<file path="config.mk">
export PLATFORM = sky130hd
export DESIGN_NAME = wr_pulse_scheduler
export DESIGN_NICKNAME = d
export VERILOG_FILES = /design/src/rtl/wr_pulse_scheduler.sv
export SDC_FILE = /design/constraint.sdc
export NUM_CORES = 1
export LEC_CHECK = 0
export ABC_AREA = 1
export CAP_MARGIN = 30
export CORE_MARGIN = 2
export CORE_UTILIZATION = 25
export DETAILED_ROUTE_END_ITERATION = 8
export MAX_ROUTING_LAYER = met4
export PLACE_DENSITY = 0.39
export SETUP_SLACK_MARGIN = 0.2
export SLEW_MARGIN = 30
export SYNTH_ARGS = -nofsm -noshare
export SYNTH_HDL_FRONTEND = slang
export SYNTH_SLANG_ARGS = --single-unit
</file>
<file path="constraint.sdc">
create_clock -name clk_sys_i -period 7.33 [get_ports clk_sys_i]
set_input_delay 1.466 -clock clk_sys_i [delete_from_list [all_inputs] [get_ports clk_sys_i]]
set_output_delay 1.466 -clock clk_sys_i [all_outputs]
set_load 0.05 [all_outputs]
</file>
<file path="src/rtl/wr_pulse_scheduler.sv">
// Replays received trigger timestamps as fixed-width pulses once WR time reaches timestamp + delay.
// Build option: define WR_PULSE_SCHED_LATE_FIRE_EN to fire slightly late deadlines instead of dropping them.
module wr_pulse_scheduler #(
   parameter int unsigned g_queue_depth    = 8,
   parameter int unsigned g_delay_cycles   = 2500,
   parameter int unsigned g_pulse_width    = 125,
   parameter int unsigned g_cycles_per_sec = 125000000,
   parameter int unsigned g_late_window    = 250
) (
   input  logic        clk_sys_i,
   input  logic        rst_n_i,
   input  logic        enable_i,
   input  logic        tm_time_valid_i,
   input  logic [39:0] tm_tai_i,
   input  logic [27:0] tm_cycles_i,
   input  logic        rx_valid_i,
   output logic        rx_ready_o,
   input  logic [39:0] rx_tai_i,
   input  logic [27:0] rx_cycles_i,
   input  logic        clear_stats_i,
   output logic        pulse_o,
   output logic [15:0] cnt_fired_o,
   output logic [15:0] cnt_missed_o,
   output logic        overflow_o
);
   // state  | meaning
   // S_IDLE | queue empty or time invalid, nothing scheduled
   // S_WAIT | comparing head deadline against current time
   // S_FIRE | driving pulse_o, width timer counting down
   typedef enum logic [1:0] {S_IDLE, S_WAIT, S_FIRE} state_t;

   localparam int unsigned AW  = (g_queue_depth > 1) ? $clog2(g_queue_depth) : 1;
   localparam int unsigned PWW = $clog2(g_pulse_width + 1);
   localparam logic [28:0] DELAY = 29'(g_delay_cycles);
   localparam logic [28:0] CPS   = 29'(g_cycles_per_sec);

   state_t          state;
   logic [PWW-1:0]  width_cnt;
   logic            up_q;
   logic            run;
   logic            accept;
   logic            malformed;
   logic [28:0]     sum;
   logic            wrap;
   logic            s1_valid;
   logic [39:0]     s1_tai;
   logic [27:0]     s1_cyc;
   logic [67:0]     mem [g_queue_depth];
   logic [AW-1:0]   wr_ptr, rd_ptr;
   logic [AW:0]     fifo_cnt;
   logic            push, pop;
   logic [67:0]     now, head;
   logic            d_eq, d_lt, late_ok;
   logic            fire_done, miss_wait, miss_rx;

   assign run       = enable_i & tm_time_valid_i;
   assign rx_ready_o = up_q & run &
                       (({1'b0, fifo_cnt} + (AW+2)'(s1_valid)) < (AW+2)'(g_queue_depth));
   assign accept    = rx_valid_i & rx_ready_o;
   assign malformed = {1'b0, rx_cycles_i} >= CPS;
   assign sum       = {1'b0, rx_cycles_i} + DELAY;
   assign wrap      = sum >= CPS;

   always_ff @(posedge clk_sys_i or negedge rst_n_i) begin
      if (!rst_n_i) up_q <= 1'b0;
      else          up_q <= 1'b1;
   end

   // Stage 1: deadline arithmetic, carry into TAI on second rollover
   always_ff @(posedge clk_sys_i or negedge rst_n_i) begin
      if (!rst_n_i) begin
         s1_valid <= 1'b0;
         s1_tai   <= '0;
         s1_cyc   <= '0;
      end else begin
         s1_valid <= run & accept & ~malformed;
         if (accept) begin
            s1_tai <= wrap ? rx_tai_i + 40'd1 : rx_tai_i;
            s1_cyc <= wrap ? 28'(sum - CPS) : sum[27:0];
         end
      end
   end

   assign push = s1_valid & run;
   assign now  = {tm_tai_i, tm_cycles_i};
   assign head = mem[rd_ptr];
   assign d_eq = now == head;
   assign d_lt = now < head;
   assign pop  = run & (state == S_WAIT) & (fifo_cnt != '0) & ~d_lt;

`ifdef WR_PULSE_SCHED_LATE_FIRE_EN
   logic [67:0] lateness;
   assign lateness = now - head;
   assign late_ok  = ~d_eq & ~d_lt & (lateness <= 68'(g_late_window));
`else
   // the window has no effect in this build; the term folds to zero
   assign late_ok = 1'b0 & (g_late_window != 0);
`endif

   always_ff @(posedge clk_sys_i) begin
      if (push) mem[wr_ptr] <= {s1_tai, s1_cyc};
   end

   always_ff @(posedge clk_sys_i or negedge rst_n_i) begin
      if (!rst_n_i) begin
         wr_ptr   <= '0;
         rd_ptr   <= '0;
         fifo_cnt <= '0;
      end else if (!run) begin
         wr_ptr   <= '0;
         rd_ptr   <= '0;
         fifo_cnt <= '0;
      end else begin
         wr_ptr   <= wr_ptr + AW'(push);
         rd_ptr   <= rd_ptr + AW'(pop);
         fifo_cnt <= fifo_cnt + (AW+1)'(push) - (AW+1)'(pop);
      end
   end

   always_ff @(posedge clk_sys_i or negedge rst_n_i) begin
      if (!rst_n_i) begin
         state     <= S_IDLE;
         pulse_o   <= 1'b0;
         width_cnt <= '0;
      end else if (!run) begin
         state   <= S_IDLE;
         pulse_o <= 1'b0;
      end else begin
         case (state)
            S_IDLE: if (fifo_cnt != '0) state <= S_WAIT;
            S_WAIT: begin
               if (fifo_cnt == '0) state <= S_IDLE;
               else if (!d_lt) begin
                  if (d_eq || late_ok) begin
                     state     <= S_FIRE;
                     pulse_o   <= 1'b1;
                     width_cnt <= PWW'(g_pulse_width - 1);
                  end else if (fifo_cnt == (AW+1)'(1)) begin
                     state <= S_IDLE;
                  end
               end
            end
            S_FIRE: begin
               if (width_cnt == '0) begin
                  pulse_o <= 1'b0;
                  state   <= (fifo_cnt != '0) ? S_WAIT : S_IDLE;
               end else begin
                  width_cnt <= width_cnt - 1'b1;
               end
            end
            default: state <= S_IDLE;
         endcase
      end
   end

   assign fire_done = run & (state == S_FIRE) & (width_cnt == '0);
   assign miss_wait = pop & ~d_eq & ~late_ok;
   assign miss_rx   = accept & malformed;

   function automatic logic [15:0] sat_add(input logic [15:0] v, input logic [1:0] inc);
      logic [16:0] s;
      s = {1'b0, v} + {15'd0, inc};
      return s[16] ? 16'hFFFF : s[15:0];
   endfunction

   always_ff @(posedge clk_sys_i or negedge rst_n_i) begin
      if (!rst_n_i) begin
         cnt_fired_o  <= '0;
         cnt_missed_o <= '0;
         overflow_o   <= 1'b0;
      end else if (clear_stats_i) begin
         cnt_fired_o  <= '0;
         cnt_missed_o <= '0;
         overflow_o   <= 1'b0;
      end else begin
         cnt_fired_o  <= sat_add(cnt_fired_o, {1'b0, fire_done});
         cnt_missed_o <= sat_add(cnt_missed_o, 2'(miss_rx) + 2'(miss_wait));
         if (rx_valid_i && !rx_ready_o) overflow_o <= 1'b1;
      end
   end

endmodule

</file>
### Word-level counts from Yosys, hierarchy flattened

Memory sizes are Yosys's and may differ from the RTL's.
Index checks and enable logic that the tools add are counted.
Widths: inputs -> output; s select.

* word-level logic and storage cells: 107
* bits in writable memories: 544
* ROM bits: 0
* output and inout port bits: 35
* bits in latches: 0
* input port bits: 142
* memories: 1
* register bits after elaboration: 123

Memories
* mem: words 8, width 68, read ports 1, clocked after memory_dff 0, write ports 1, line 48 `logic [67:0] mem [g_queue_depth];`

* shift operators: 0
* order comparisons: 4
* $add $sub $neg: 12
* bitwise logic cells: 17
* div/mod/pow operators: 0
* muxes and demuxes: 33
* reduce and logical (&&, ||, !) cells: 11
* equal/unequal tests: 16
* $mul: 0

Operators by type and width (number)
* $eq 68x68->1: 1
* $lt 68x68->1: 1
* $mux 16: 4
* $add 40x1->40 const B: 1
* $mux 40: 1
* $add 28x12->29 const B: 1
* $ge 29x27->1 const B: 1
* $ge 28x27->1 const B: 1
* $mux 28: 1
* $mux 7: 4
* $sub 28x27->28 const B: 1
* $add 16x1->17: 1
* $add 16x2->17: 1
* $ne 3x3->1 const B: 5
* $and 1x1->1: 14
* $mux 2: 7
* $pmux 7 s2: 1
* $mux 1: 10
* $ne 2x2->1 const B: 4
* $logic_not 7->1: 1
* $sub 7x1->7 const B: 1
* $add 3x1->3: 2
* $mux 3: 2
* $pmux 2 s3: 1
* other kinds (23): 26

### Depth between registers and ports, before layout

* word-level depth: 9
* gate-level depth with buffers: 33
* depth with buffers taken out: 29

### Least setup slack after synthesis

OpenSTA, ideal clock, no wires.

* path kind: flip-flop to flip-flop
* start: reg rd_ptr[0]
* end: reg cnt_missed_o[14]
* path buffers: 4
* period minus slack after synthesis: 5.699 ns
* data required time: 7.266 ns
* setup slack: 1.631 ns
* data arrival time: 5.636 ns
* cell stages (with the launch flop): 34
* library setup time: 0.064 ns
* cells stage by stage: dfrtp_1 -> clkbuf_1 -> inv_1 -> clkbuf_1 -> clkbuf_1 -> buf_1 -> nor2_1 -> o221ai_1 -> o21ai_0 -> ha_1 -> nand2_1 -> inv_1 -> nand3_1 -> nor3_1 -> nand2_1 -> nor3b_1 -> o21ai_0 -> nand3_1 -> nand2_1 -> a21boi_0 -> nand2_1 -> fa_1 -> inv_1 -> ha_1 -> nand3_1 -> nor3b_1 -> nand3_1 -> nor3_1 -> inv_1 -> nor2_1 -> nand3_1 -> inv_1 -> o21ai_0 -> inv_1

* longest elaborated chain between the ends: 9
* elaborated cells between the ends (all ways): 11
* classes of those cells: add/sub (2); order compare (1); eq/ne (1); mux (2); bitwise (4); memory (1)

RTL lines
* start: declaration: line 49 `logic [AW-1:0] wr_ptr, rd_ptr;`
* start signal: assignment: line 115 `rd_ptr <= rd_ptr + AW'(pop);`
* $mem_v2 8x68 *
* $lt 68x68->1: line 88 `assign d_lt = now < head;`
* $not 1->1: line 89 `assign pop = run & (state == S_WAIT) & (fifo_cnt != '0) & ~d_lt;`
* $and 1x1->1: line 89
* $and 1x1->1 *: line 157 `assign miss_wait = pop & ~d_eq & ~late_ok;`
* $add 1x1->2 *: line 177 `cnt_missed_o <= sat_add(cnt_missed_o, 2'(miss_rx) + 2'(miss_wait));`
* $add 16x2->17 *: line 162 `s = {1'b0, v} + {15'd0, inc};`
* $mux 16 *: line 163 `return s[16] ? 16'hFFFF : s[15:0];`
* $mux 16 *: line 171 `end else if (clear_stats_i) begin`
* end signal: assignment: line 177
* end: declaration: line 23 `output logic [15:0] cnt_missed_o,`

Every way passes the cells marked *; elsewhere a longest branch is shown, timed or not.
A chain may end at the register's enable or synchronous reset.

### Worst setup path after layout

Same ends and word-level chain as after synthesis.

==> flow_summary.toml <==
[pwr]
finalPower_uw = 8810
cellPowerDensity_nw_per_um2 = 235
p_leak_uw = 0.0138
ir_drop_mv = 0.143

[grt]
first_global_vias = 22100
grt_usage = 0.160
grt_pass1_wl_um = 148000
grt.overflow.total = 0
antenna_found_initial = 0
grt_max_degree = 125

[sta]
slew_violations = 0
rsz0062_at_grt = "false"
timing.setup.tns_ps = 0
tightest_slew_ps = 1080
fin_skew_ps = 29.5
timing.final.ws_setup_ps = 917
maxClockFrequency_mhz = 156
hold_viol = 0
period_needed_ps = 6410
setup_viol = 0
fin_crit_sh = 0.875
hold-worst-slack_ps = 502
slew-limit-headroom = 0.273

[drt]
drt_iter0_markers = 1734
ant_nets = 0
wl_um = 100000
routed-via-count = 22400
viasPerCell = 4.59
first_pass_iters = 7
drc_errors = 0
wl_per_cell_um = 20.5

[cells_and_area]
nets = 3403
areaGrowthSynthToFinish_pct = 20.6
n_fill_cell = 12900
stdcell_count = 4871
seqCellArea_sq_um = 19400
drive_gt1_frac = 0.0764
multi_input_area_sq_um = 10600

[logic_synthesis]
syn_avg_cell_area_sq_um = 10.4
yosys_most_used_dff = "edfxtp_1"
syn_area_sq_um = 31100
ys_seq_area_frac = 0.624
syn_nets = 3232
syn_inst = 2999
yosys_warnings = 0
synth_cell_types = 52
async_flop_share = 0.184
synth_edf_count = 544
synth-seq-cells = 667

[setup_path]
worstPathMaxFanout = 116
start_kind = "register"
crit_slowest_cell = "dfrtp_4"
end_kind = "register"
slowest_delay_ps = 610
cp.required_ps = 7850
worstPathArrival_ps = 6930
criticalPathCategory = "register to register"

[min_path]
hp-class = "register to register"

[clock_network]
root_buffer = "clkbuf_16"
clk_pin_slew_worst_paths_ps = 60
clk_latency_ps = 630
cts_sinks = 667
hold_buffers = 0
cts_buffers = 77
cts_tree = "done"
cts_buffer_depth = 3
post_cts_buffers = 0
post_cts_resized = 0
cts_max_level = 3

[floorplanning]
row_count = 129
dieHeight_um = 357
die_w_um = 357
core_region_area_sq_um = 124000
start_util = 0.252
die_area_sq_um = 127000
num_io_pins = 177

[place]
dpl_worst_slack_ps = 746
gp_congestion = 0.850
dp_cells = 4728
io_buffers = 176
hpwlAfterDp_um = 63400

[status]
outcome = "finished, final reports clean"

[flow_run]
maxCapViolCount = 0
## cell families after synthesis
group / count (synthesis) / share of synthesized area
DFF: 667 / 0.624
buffers and inverters: 300 / 0.0383
xor gates and xnor gates: 65 / 0.0183
and+or+nand+nor: 1261 / 0.170
other: 1 / 0.000121
adders and majority gates: 91 / 0.0371
AOI/OAI and AO/OA: 614 / 0.112
## through the flow
| stage | utilization | area, sq um |
|---|---|---|
| 6_report | 0.303 | 37500 |
| 2_1_floorplan | - | 31100 |
| 5_1_grt | 0.303 | 37500 |
| 3_3_place_gp | 0.283 | 35000 |
| 4_1_cts | 0.303 | 37500 |
| 3_5_place_dp | 0.283 | 35000 |
## flip-flops by register name, indices dropped and copies added (netlist names), 2 cells and up
name,count
cnt_fired_o,16
cnt_missed_o,16
fifo_cnt,4
mem,544
rd_ptr,3
s1_cyc,28
s1_tai,40
state,2
width_cnt,7
wr_ptr,3
## synthesized netlist by cell type (all sizes together) (55+ instances only)
cell type    n  area, sq um
clkbuf     114          429
a21oi       57          285
dfrtp      123         3080
inv        161          604
o21ai      395         1980
nand2      583         2260
edfxtp     544        16300
nor2       422         1640
nand3      157          806
o22ai       68          425
o221ai      70          613
ha          89         1110
xor2        55          482
## critical path: cells and delay by family, from the launching register on
family          cells  cell delay, ps
compound gates      8            1590
buf+inv             7            1530
simple gates       10            1460
flops               1             610
fa+ha+maj           3             880
xor+xnor            1             140
## placed cells by master, fill, tap and decap left out, drive strengths merged, types with 10 or more instances in the layout
cell,instances
nor2,422
clkdlybuf4s50,175
buf,53
nand3,157
xnor2,10
inv,164
ha,89
o22ai,68
o221ai,70
dfrtp,123
clkinv,29
xor2,55
a21oi,57
nor3,35
clkbuf,104
o21ai,395
nand4,27
nor4,19
nand2,583
edfxtp,544
## path summary, 6_finish.rpt
path	from	to	slack, ps	cells after the start
worst min register to register	width_cnt[0]	width_cnt[0]	500	2
min in group asynchronous	rst_n_i	width_cnt[3]	890	1
worst max register to register	rd_ptr[0]	cnt_missed_o[14]	920	29
worst max-delay path	rd_ptr[0]	cnt_missed_o[14]	920	29
worst min-delay path	width_cnt[0]	width_cnt[0]	500	2
max in group asynchronous	rst_n_i	cnt_missed_o[3]	5310	2
## layout make-up
cell class | count | share of cell area
Antenna cell | 3 | 0.000200
Clock buffer | 103 | 0.0570
Tap cell | 1637 | 0.0546
Inverter | 163 | 0.0166
Sequential cell | 667 | 0.518
Clock inverter | 37 | 0.00854
Timing Repair Buffer | 229 | 0.0634
Multi-Input combinational cell | 2032 | 0.282
## power by group
| part | leakage (uW) | internal [uW] | switching (uW) |
|---|---|---|---|
| Combinational | 0.00602 | 182 | 277 |
| Clock | 0.00121 | 2190 | 1570 |
| Sequential | 0.00657 | 4340 | 244 |
| Total | 0.0138 | 6720 | 2090 |
## routing by layer
layer / vias up / track usage / share of wire / wire [um]
met5: - / - / 0 / 0
met4: 0 / 0.0418 / 0.023 / 2300
met3: 123 / 0.0193 / 0.032 / 3210
met2: 374 / 0.251 / 0.46 / 46000
met1: 10900 / 0.219 / 0.48 / 48400
li1: 11000 / - / - / -
No activity file was read; power rests on OpenSTA's default activity.
